$ cat config.mk
export PLATFORM = sky130hd
export DESIGN_NAME = shift_unit
export DESIGN_NICKNAME = d
export VERILOG_FILES = /design/src/rtl/shift_pkg.sv /design/src/rtl/shift_step.sv /design/src/rtl/shift_unit.sv
export SDC_FILE = /design/constraint.sdc
export NUM_CORES = 1
export LEC_CHECK = 0
export ABC_AREA = 0
export CORE_ASPECT_RATIO = 1.2
export CORE_UTILIZATION = 43
export CTS_CLUSTER_DIAMETER = 150
export DETAILED_ROUTE_END_ITERATION = 10
export PLACE_DENSITY = 0.76
export SYNTH_ARGS = -nofsm -noshare
export SYNTH_HDL_FRONTEND = slang
export SYNTH_SLANG_ARGS = --single-unit
$ cat constraint.sdc
create_clock -name clk -period 1.4 [get_ports clk]
set_input_delay 0.42 -clock clk [delete_from_list [all_inputs] [get_ports clk]]
set_output_delay 0.42 -clock clk [all_outputs]
set_load 0.01 [all_outputs]
$ cat src/rtl/shift_pkg.sv
// rtl/shift_pkg.sv - op codes, FSM state type and default width for shift_unit
// SHIFT_ROTATE_EN enables ROL/ROR as shift ops; otherwise they decode as NOP.
package shift_pkg;

  localparam int DEFAULT_WIDTH = 32;

  localparam logic [2:0] OP_NOP  = 3'b000;
  localparam logic [2:0] OP_LOAD = 3'b001;
  localparam logic [2:0] OP_SLL  = 3'b010;
  localparam logic [2:0] OP_SRL  = 3'b011;
  localparam logic [2:0] OP_SRA  = 3'b100;
  localparam logic [2:0] OP_ROL  = 3'b101;
  localparam logic [2:0] OP_ROR  = 3'b110;
  localparam logic [2:0] OP_RSVD = 3'b111;

  typedef enum logic [1:0] {
    ST_IDLE  = 2'd0,
    ST_SHIFT = 2'd1,
    ST_DONE  = 2'd2
  } state_t;

  function automatic logic is_shift_op(input logic [2:0] op);
    logic ok;
    ok = (op == OP_SLL) || (op == OP_SRL) || (op == OP_SRA);
`ifdef SHIFT_ROTATE_EN
    ok = ok || (op == OP_ROL) || (op == OP_ROR);
`endif
    return ok;
  endfunction

endpackage

$ cat src/rtl/shift_step.sv
// rtl/shift_step.sv - combinational one-bit shift/rotate step
// Rotate cases exist only when SHIFT_ROTATE_EN is defined.
module shift_step
  import shift_pkg::*;
#(
  parameter int WIDTH = DEFAULT_WIDTH
) (
  input  logic [2:0]       i_op,
  input  logic [WIDTH-1:0] i_data,
  output logic [WIDTH-1:0] o_data
);

  always_comb begin
    o_data = i_data;
    case (i_op)
      OP_SLL:  o_data = {i_data[WIDTH-2:0], 1'b0};
      OP_SRL:  o_data = {1'b0, i_data[WIDTH-1:1]};
      OP_SRA:  o_data = {i_data[WIDTH-1], i_data[WIDTH-1:1]};
`ifdef SHIFT_ROTATE_EN
      OP_ROL:  o_data = {i_data[WIDTH-2:0], i_data[WIDTH-1]};
      OP_ROR:  o_data = {i_data[0], i_data[WIDTH-1:1]};
`endif
      default: o_data = i_data;
    endcase
  end

endmodule

$ cat src/rtl/shift_unit.sv
// rtl/shift_unit.sv - multi-cycle shifter, one bit per cycle, IDLE/SHIFT/DONE FSM
// Rotates (ROL/ROR) are built only when SHIFT_ROTATE_EN is defined.
module shift_unit
  import shift_pkg::*;
#(
  parameter int WIDTH = DEFAULT_WIDTH,
  localparam int SHW = $clog2(WIDTH)
) (
  input  logic             clk,
  input  logic             reset,
  input  logic             start,
  input  logic [2:0]       op,
  input  logic [WIDTH-1:0] data_in,
  input  logic [SHW-1:0]   shamt,
  output logic [WIDTH-1:0] data_out,
  output logic             busy,
  output logic             done
);

  state_t           r_state;
  state_t           w_next_state;
  logic [WIDTH-1:0] r_data;
  logic [SHW-1:0]   r_cnt;
  logic [2:0]       r_op;
  logic [WIDTH-1:0] w_step_data;
  logic             w_in_shift;
  logic             w_accept;
  logic             w_load;
  logic             w_shift;

  assign w_in_shift = (r_state == ST_SHIFT);
  // Requests are only taken outside SHIFT; NOP/reserved never count as accepted.
  assign w_accept   = start && !w_in_shift;
  assign w_load     = w_accept && (op == OP_LOAD);
  assign w_shift    = w_accept && is_shift_op(op);

  shift_step #(.WIDTH(WIDTH)) u_step (
    .i_op   (r_op),
    .i_data (r_data),
    .o_data (w_step_data)
  );

  always_ff @(posedge clk or negedge reset) begin
    if (!reset) begin
      r_state <= ST_IDLE;
    end else begin
      r_state <= w_next_state;
    end
  end

  always_comb begin
    w_next_state = ST_IDLE;
    case (r_state)
      ST_IDLE, ST_DONE: begin
        if (w_load) begin
          w_next_state = ST_DONE;
        end else if (w_shift) begin
          w_next_state = (shamt == '0) ? ST_DONE : ST_SHIFT;
        end
      end
      ST_SHIFT: begin
        w_next_state = (r_cnt == SHW'(1)) ? ST_DONE : ST_SHIFT;
      end
      default: w_next_state = ST_IDLE;
    endcase
  end

  always_ff @(posedge clk or negedge reset) begin
    if (!reset) begin
      r_data <= '0;
      r_cnt  <= '0;
      r_op   <= OP_NOP;
    end else begin
      if (w_load) begin
        r_data <= data_in;
      end else if (w_in_shift) begin
        r_data <= w_step_data;
      end
      // Counter holds the bits still to apply; the step at count 1 is the last.
      if (w_shift) begin
        r_op  <= op;
        r_cnt <= shamt;
      end else if (w_in_shift) begin
        r_cnt <= r_cnt - 1'b1;
      end
    end
  end

  assign data_out = r_data;
  assign busy     = w_in_shift;
  assign done     = (r_state == ST_DONE);

endmodule

---- Word-level counts from Yosys, hierarchy flattened ----
Cells that the tools add are included.
Widths: inputs -> output; s select.
word-level totals
  input port bits ......................... 43
  register bits after elaboration ......... 42
operators by class
  add/sub/neg operators ................... 1
  mux-type cells .......................... 10
  reduce and logical (&&, ||, !) cells .... 15
  equal/unequal tests ..................... 11
operators with widths
  kind                 count
  $pmux 32 s3          1
  $mux 32              2
  $eq 3x2->1 const B   4
  $mux 5               2
  $mux 2               4
  $eq 3x3->1 const B   2
  $eq 5x1->1 const B   1
  $logic_not 5->1      1
  $sub 5x1->5 const B  1
  $pmux 2 s2           1
  $reduce_bool 2->1    2
  $reduce_bool 4->1    1
  $eq 3x1->1 const B   1
  $logic_and 1x1->1    3
  $reduce_and 3->1     1
  $reduce_bool 3->1    1
  $eq 2x1->1 const B   1
  $eq 2x2->1 const B   1
  $logic_not 2->1      1
  $logic_or 1x1->1     2
  $ne 2x2->1 const B   1
  $reduce_and 2->1     1
  $reduce_or 2->1      1
  $logic_not 1->1      1

---- Depth between registers and ports, before layout ----
  depth in word-level cells ............... 7
  depth in mapped cells ................... 7

---- Hierarchy ----
A second synthesis with hierarchy kept.
second synthesis, totals
  cell total of the unflattened synthesis .. 402
  area total of the unflattened synthesis .. 3,601.0 µm²
by module, submodules not included
  module      times used  cells each  area an instance (µm²)
  shift_unit  1           178         2,039.5
  shift_step  1           224         1,561.5

---- Least setup slack after synthesis ----
OpenSTA, ideal clock, no wires.
  path kind ............................... flip-flop to output port
  from .................................... register r_state[1]
  to ...................................... output port busy
  slack ................................... -0.076 ns
  stages on the path, launching flop included .. 6
  arrival time ............................ 1.056 ns
  buffers on the path ..................... 3
  required time ........................... 0.980 ns
  cells stage by stage .................... dfrtp_1 nand2b_1 buf_6 inv_2 buf_4 buf_2
on the way
  word-level cells in the longest chain between the ends .. 1
ends and longest elaborated chain
  item                      RTL line          text
  start: declaration        shift_unit.sv:20  state_t r_state;
  start signal: assignment  shift_unit.sv:47  r_state <= w_next_state;
  $eq 2x1->1                shift_unit.sv:31  assign w_in_shift = (r_state == ST_SHIFT);
  end: declaration          shift_unit.sv:16  output logic busy,
No other way between the ends.

---- Worst setup path in the final report ----
  from .................................... register r_state[1]
  to ...................................... output port done
on the way
  word-level cells in the longest chain between the ends .. 1
ends and longest elaborated chain
  item              RTL line          text
  $eq 2x2->1        shift_unit.sv:91  assign done = (r_state == ST_DONE);
  end: declaration  shift_unit.sv:17  output logic done
No other way between the ends.

==> flow_summary_export.csv <==
group,metric,value,unit
run_status,outcome,"complete, but fails checks",
run_status,violations,"negative setup slack",
place,place_congestion,0.818,
critical_path,worst_path_max_delay_cell,"dfrtp_1",
clocking,clk_path_buf_depth,2,
critical_path,path_buf_inv,2,
timing,rsz0062_at_grt,"true",
global_route,grt_max_degree,34,
drt,first_pass_iters,4,
critical_path,r2r_setup_slack,-70,ps
clocking,cts_hold_buf,0,
clocking,cts_tree,"done",
logic_synthesis,synth-compound-area-share,26.0,%
clocking,cts_made_buffers,5,
critical_path,crit_path_max_fanout,2,
timing,min_period,1490,ps
logic_synthesis,synth_fa_ha_area_share,0.939,%
drt,wl,8180,um
critical_path,path_cells,"buf_4 > nor2b_4 > buf_6",
timing,setup_violations,37,
global_route,grt_pass1_vias,2534,
timing,setup_slack,-91.4,ps
pwr,peakVddDrop,1.05,mV
critical_path,worstSetupPathType,"flop to output port",
drt,ant_nets,0,
critical_path,timing.rr.start,"r_op[2]$_DFFE_PN0P_",
global_route,overflow,0,
clocking,path_clk_slew,90,ps
floorplan,core_area,6010,um^2
logic_synthesis,synthXorXnorAreaFrac,0.328,%
timing,hold_ws,20.7,ps
floorplan,die-area,6520,um^2
logic_synthesis,syn_avg_cell_area,9.45,um^2
global_route,antenna_found_initial,0,
drt,wl_per_cell,16.4,um
place,portBuffers,76,
timing,finalMaxSlewViolations,0,
drt,drtIter0Drc,212,
critical_path,start_kind,"flop",
logic_synthesis,synthFlopType,"dfrtp_1",
drt,drcViolationCount,0,
logic_synthesis,synth_warnings,0,
clocking,root_buffer,"clkbuf_8",
logic_synthesis,ys_async_sr_fraction,100,%
critical_path,r2r_cells,6,
logic_synthesis,synth-edff-count,0,
final_layout,syn_to_final_growth,63.3,%
timing,hold_viol,0,
logic_synthesis,synthMuxAreaShare,11.7,%
critical_path,path_delay_family,"flip-flops",
job,maxCapViolations,0,
place,hpwlAfterDp,5270,um
global_route,globalRouteTotalUtil,22.9,%
place,place_ws,-600,ps
critical_path,critPathMaxStageDelay,410,ps
floorplan,row_count,31,
timing,min_period_over_period,107,%
logic_synthesis,synth.distinct_cells,38,
floorplan,die-width,73.9,um
logic_synthesis,synth.yosys.seq_area_share,39.4,%
pwr,leakage,1.99,nW
logic_synthesis,synthSimpleGateAreaFrac,15.9,%
final_layout,drive_above_1_share,29.6,%
drt,viasPerCell,5.73,
logic_synthesis,synth_cells,282,
min_path,hp-class,"primary input to asynchronous set/reset pin",
timing,worst_pin_slew,341,ps
timing,timing.slew.headroom,77.3,%
clocking,htreeDepth,2,
floorplan,dieHeight,88.3,um
critical_path,r2r-end,"data_out[0]$_DFFE_PN0P_",
clocking,clock_latency,290,ps
global_route,grt_pass1_wl,11600,um
critical_path,end_kind,"output port",
critical_path,critical_path_arrival,1070,ps
timing,max_freq,671,MHz
logic_synthesis,synth_top_family_by_area,"compound AO/OA/AOI/OAI gates",
pwr,p_per_area,1970,nW/um^2
logic_synthesis,synth_seq_cells,42,
floorplan,pin_count,77,
timing,finClkSkew,5.55,ps
logic_synthesis,syn_nets,327,
pwr,p_total,8.57,mW
drt,vias,2854,
critical_path,cp.required,980,ps
floorplan,start_util,44.3,%
final_layout,diodes,0,
logic_synthesis,syn_area,2670,um^2
clocking,cts.sinks,42,
final_layout,final_nets,460,
==> Yosys cell counts (2+ instances only) <==
| master | n | share of area (%) |
|---|---|---|
| nand3b_1 | 2 | 0.56 |
| buf_4 | 3 | 0.84 |
| clkbuf_1 | 4 | 0.56 |
| a32oi_1 | 31 | 10 |
| ha_1 | 2 | 0.94 |
| inv_1 | 3 | 0.42 |
| a31oi_1 | 2 | 0.47 |
| nor3b_1 | 3 | 0.84 |
| nor2_1 | 9 | 1.3 |
| nand2b_1 | 4 | 0.94 |
| a21oi_1 | 4 | 0.75 |
| nand2_1 | 63 | 8.9 |
| nor2b_1 | 4 | 0.94 |
| o21ai_0 | 5 | 0.94 |
| o2bb2ai_1 | 30 | 9.9 |
| buf_2 | 18 | 3.4 |
| a21o_1 | 2 | 0.56 |
| dfrtp_1 | 42 | 39 |
| a221o_1 | 3 | 1.1 |
| mux2i_1 | 30 | 11 |
==> through the flow <==
stage | instance area [um^2] | TNS (ps) | utilization (%) | instances
after floorplan | 2680 | 0 | - | 282
after global placement | 3870 | -16720 | 64.4 | 475
after detailed placement | 3870 | -19140 | 64.4 | 475
after CTS | 4000 | -4710 | 66.6 | 485
after global routing | 4350 | -2710 | 72.4 | 498
final | 4350 | -1040 | 72.4 | 498
==> worst max path at each step <==
| stage | start | endpoint | depth (start not counted) | slack [ps] |
|---|---|---|---|---|
| after floorplan | r_state[1]$_DFF_PN0_ | busy | 5 | 9 |
| after global placement | op[2] | r_cnt[3]$_DFFE_PN0P_ | 5 | -530 |
| after detailed placement | op[2] | r_cnt[1]$_DFFE_PN0P_ | 5 | -600 |
| after CTS | r_state[1]$_DFF_PN0_ | busy | 3 | -190 |
| after global routing | r_state[1]$_DFF_PN0_ | done | 3 | -130 |
| final | r_state[1]$_DFF_PN0_ | done | 3 | -90 |
==> final cells by class <==
type | instances | area, um^2
flip-flops and latches | 42 | 1050
multi-input cells | 210 | 1660
well taps | 82 | 103
repair buffers | 152 | 1400
fillers | 446 | 1660
clock buffers | 5 | 68.8
inverters | 4 | 20.0
clock inverters | 3 | 40.0
==> report_power, final <==
group	internal (mW)	switching, mW	leakage, nW
sequential	1.74	0.383	0.524
clock	0.526	0.439	0.0579
combinational	2.90	2.59	1.41
==> metal layers <==
metal	global-route usage, %	wire (um)
met5	0	0
met4	5.42	145
met3	3.19	349
met2	40.5	4230
met1	29.6	3460
==> flip-flops by register name, indices dropped and copies added (netlist names) <==
name,flops
data_out,32
r_state,2
r_cnt,5
r_op,3
==> worst reg2reg max path: stages, from the launching register on <==
cell	delay, ps
dfrtp_1	440
nor3b_4	170
buf_6	130
buf_6	140
a21o_1	170
a32oi_1	220
a21oi_1	100
==> timing repair <==
item	CTS	global route
endpoints found under the setup margin	74	62
pin swaps	4	16
setup buffers	3	10
cloned	0	3
resized for setup	60	68
==> cell families after synthesis <==
group | count (synthesis)
AND/OR/NAND/NOR | 92
XOR/XNOR | 1
buffers and inverters | 30
AO/OA/AOI/OAI | 84
multiplexers | 31
adder cells (fa/ha/maj) | 2
flip-flops | 42
==> cells in the final DEF, fill, tap and decap left out, types with 4 or more instances in the layout <==
| cell | instances |
|---|---|
| nand2_1 | 62 |
| buf_4 | 61 |
| dfrtp_1 | 39 |
| clkdlybuf4s50_1 | 33 |
| mux2i_1 | 30 |
| o2bb2ai_1 | 30 |
| clkdlybuf4s15_1 | 22 |
| a32oi_2 | 16 |
| dlygate4sd2_1 | 16 |
| a32oi_1 | 15 |
| buf_6 | 10 |
| nor2_1 | 8 |
| clkbuf_8 | 5 |
| a21oi_1 | 4 |
(Power assumes the default switching activity.)
==> variant (same flow settings) <==
Re-encode `state_t` (3 states) as one-hot, 3 bits wide.
--- a/src/rtl/shift_pkg.sv
+++ b/src/rtl/shift_pkg.sv
@@ -13,10 +13,10 @@
   localparam logic [2:0] OP_ROR  = 3'b110;
   localparam logic [2:0] OP_RSVD = 3'b111;
 
-  typedef enum logic [1:0] {
-    ST_IDLE  = 2'd0,
-    ST_SHIFT = 2'd1,
-    ST_DONE  = 2'd2
+  typedef enum logic [2:0] {
+    ST_IDLE  = 3'b001,
+    ST_SHIFT = 3'b010,
+    ST_DONE  = 3'b100
   } state_t;
 
   function automatic logic is_shift_op(input logic [2:0] op);
Behaviour: no difference found for any inputs over 10 cycles, from zero or initial values and one cycle with reset low; not proved beyond that.
==> variant against the original RTL <==
  * The flow still finishes with violations (setup timing)
  * Largest cell class unchanged
  * Synthesized area up 22%
  * Setup slack worse by 480 ps
  * Power down 9.9%
  * Wire length up 33%
  * Register-to-register slack worse by 500 ps
  * Clock power down 9.3%
  * Sequential cell count up 1
  * Die area up 22%
  * Fmax down 24%
  * First-iteration DRC count up 94%
  * Critical path depth up 2
  * Sequential power down 3%
  * Final area up 19%
==> variant: results <==
group,metric,value,unit
sta,final_clock_skew,9.18,ps
layout,drive_gt1_share,32.0,%
sta,worst_slew_pin_slew,363,ps
sta,setup_ws,-567,ps
global_routing,grt.met2_usage,46.9,%
synth,post_synth_top_cells,"sky130_fd_sc_hd__nor3_1 (64), sky130_fd_sc_hd__dfrtp_1 (42), sky130_fd_sc_hd__nand2_1 (39), sky130_fd_sc_hd__a21oi_1 (37), sky130_fd_sc_hd__nor2_1 (37)",
synth,post_synth_mux_area_share,0.345,%
power,vdd.ir_drop.worst,0.910,mV
global_routing,wire_length_of_the_first_global_routing_pass,17600,um
sta,report.final.setup_viol,45,
setup_path,worst_setup_path_endpoint,"data_out[3]$_DFFE_PN0P_",
global_routing,first_global_vias,3789,
outcome,violations_in_the_final_reports,"setup timing",
placed_design,detailed_place_hpwl,6560,um
synth,netlist-cell-type-count,42,
global_routing,grt_use_total,28.1,%
setup_path,critPathSlowestCell,"sky130_fd_sc_hd__or4_1",
synth,synth-adder-area-share,0.767,%
outcome,run_status,"complete, but fails checks",
setup_path,startpoint,"r_state[2]$_DFF_PN0_",
setup_path,critPathMaxFanout,18,
setup_path,cpPeakStageDelay,520,ps
synth,post_syn_nets,478,
synth,synth_compound_area_share,15.1,%
detailed_routing,drtIter0Drc,412,
setup_path,worstRegToRegCells,5,
sta,setup_tns,-19020,ps
==> variant: changes by cell type after synthesis, moves of 24 or more <==
cell                        before  now
sky130_fd_sc_hd__a21oi_1         4   37
sky130_fd_sc_hd__mux2i_1        30    0
sky130_fd_sc_hd__or4_1           1   31
sky130_fd_sc_hd__nor3_1          1   64
sky130_fd_sc_hd__nand2_1        63   39
sky130_fd_sc_hd__or3b_2          0   30
sky130_fd_sc_hd__a31oi_1         2   32
sky130_fd_sc_hd__nand2b_1        4   32
sky130_fd_sc_hd__nor2_1          9   37
sky130_fd_sc_hd__a32oi_1        31    1
sky130_fd_sc_hd__o2bb2ai_1      30    1
==> variant: worst max-delay path, delay by kind of cell (launching register included) <==
family                 cells  cell delay, ps
AND/OR/NAND/NOR            3            1150
flip-flops                 1             390
AO/OA/AOI/OAI              1             190
buffers and inverters      1             150
==> variant: repair_timing <==
action                     CTS  global route
setup endpoints to repair   76            66
pin swaps                   13            20
gates resized for setup     77            54
cloned                       2             0
buffers inserted            33             8
==> variant: power by group <==
part	total, mW	leakage [nW]	switching [mW]	internal [mW]
Combinational	4.79	1.60	2.08	2.72
Clock	0.875	0.0482	0.475	0.400
Sequential	2.05	0.486	0.339	1.72
Total	7.72	2.13	2.89	4.83
==> variant: stage by stage <==
step	util, %	std cells	instance area (um2)
2_1_floorplan	-	433	3310
3_3_place_gp	61.5	619	4500
3_5_place_dp	61.5	619	4500
4_1_cts	68.0	661	4970
5_1_grt	70.6	669	5160
6_report	70.6	669	5160
==> variant: area by class of cell <==
class | count | share of cell area [%]
clock inverters | 1 | 0.0969
repair buffers | 181 | 32.7
flip-flops and latches | 43 | 20.9
multi-input cells | 340 | 41.9
well taps | 90 | 2.18
inverters | 7 | 0.557
clock buffers | 7 | 1.67
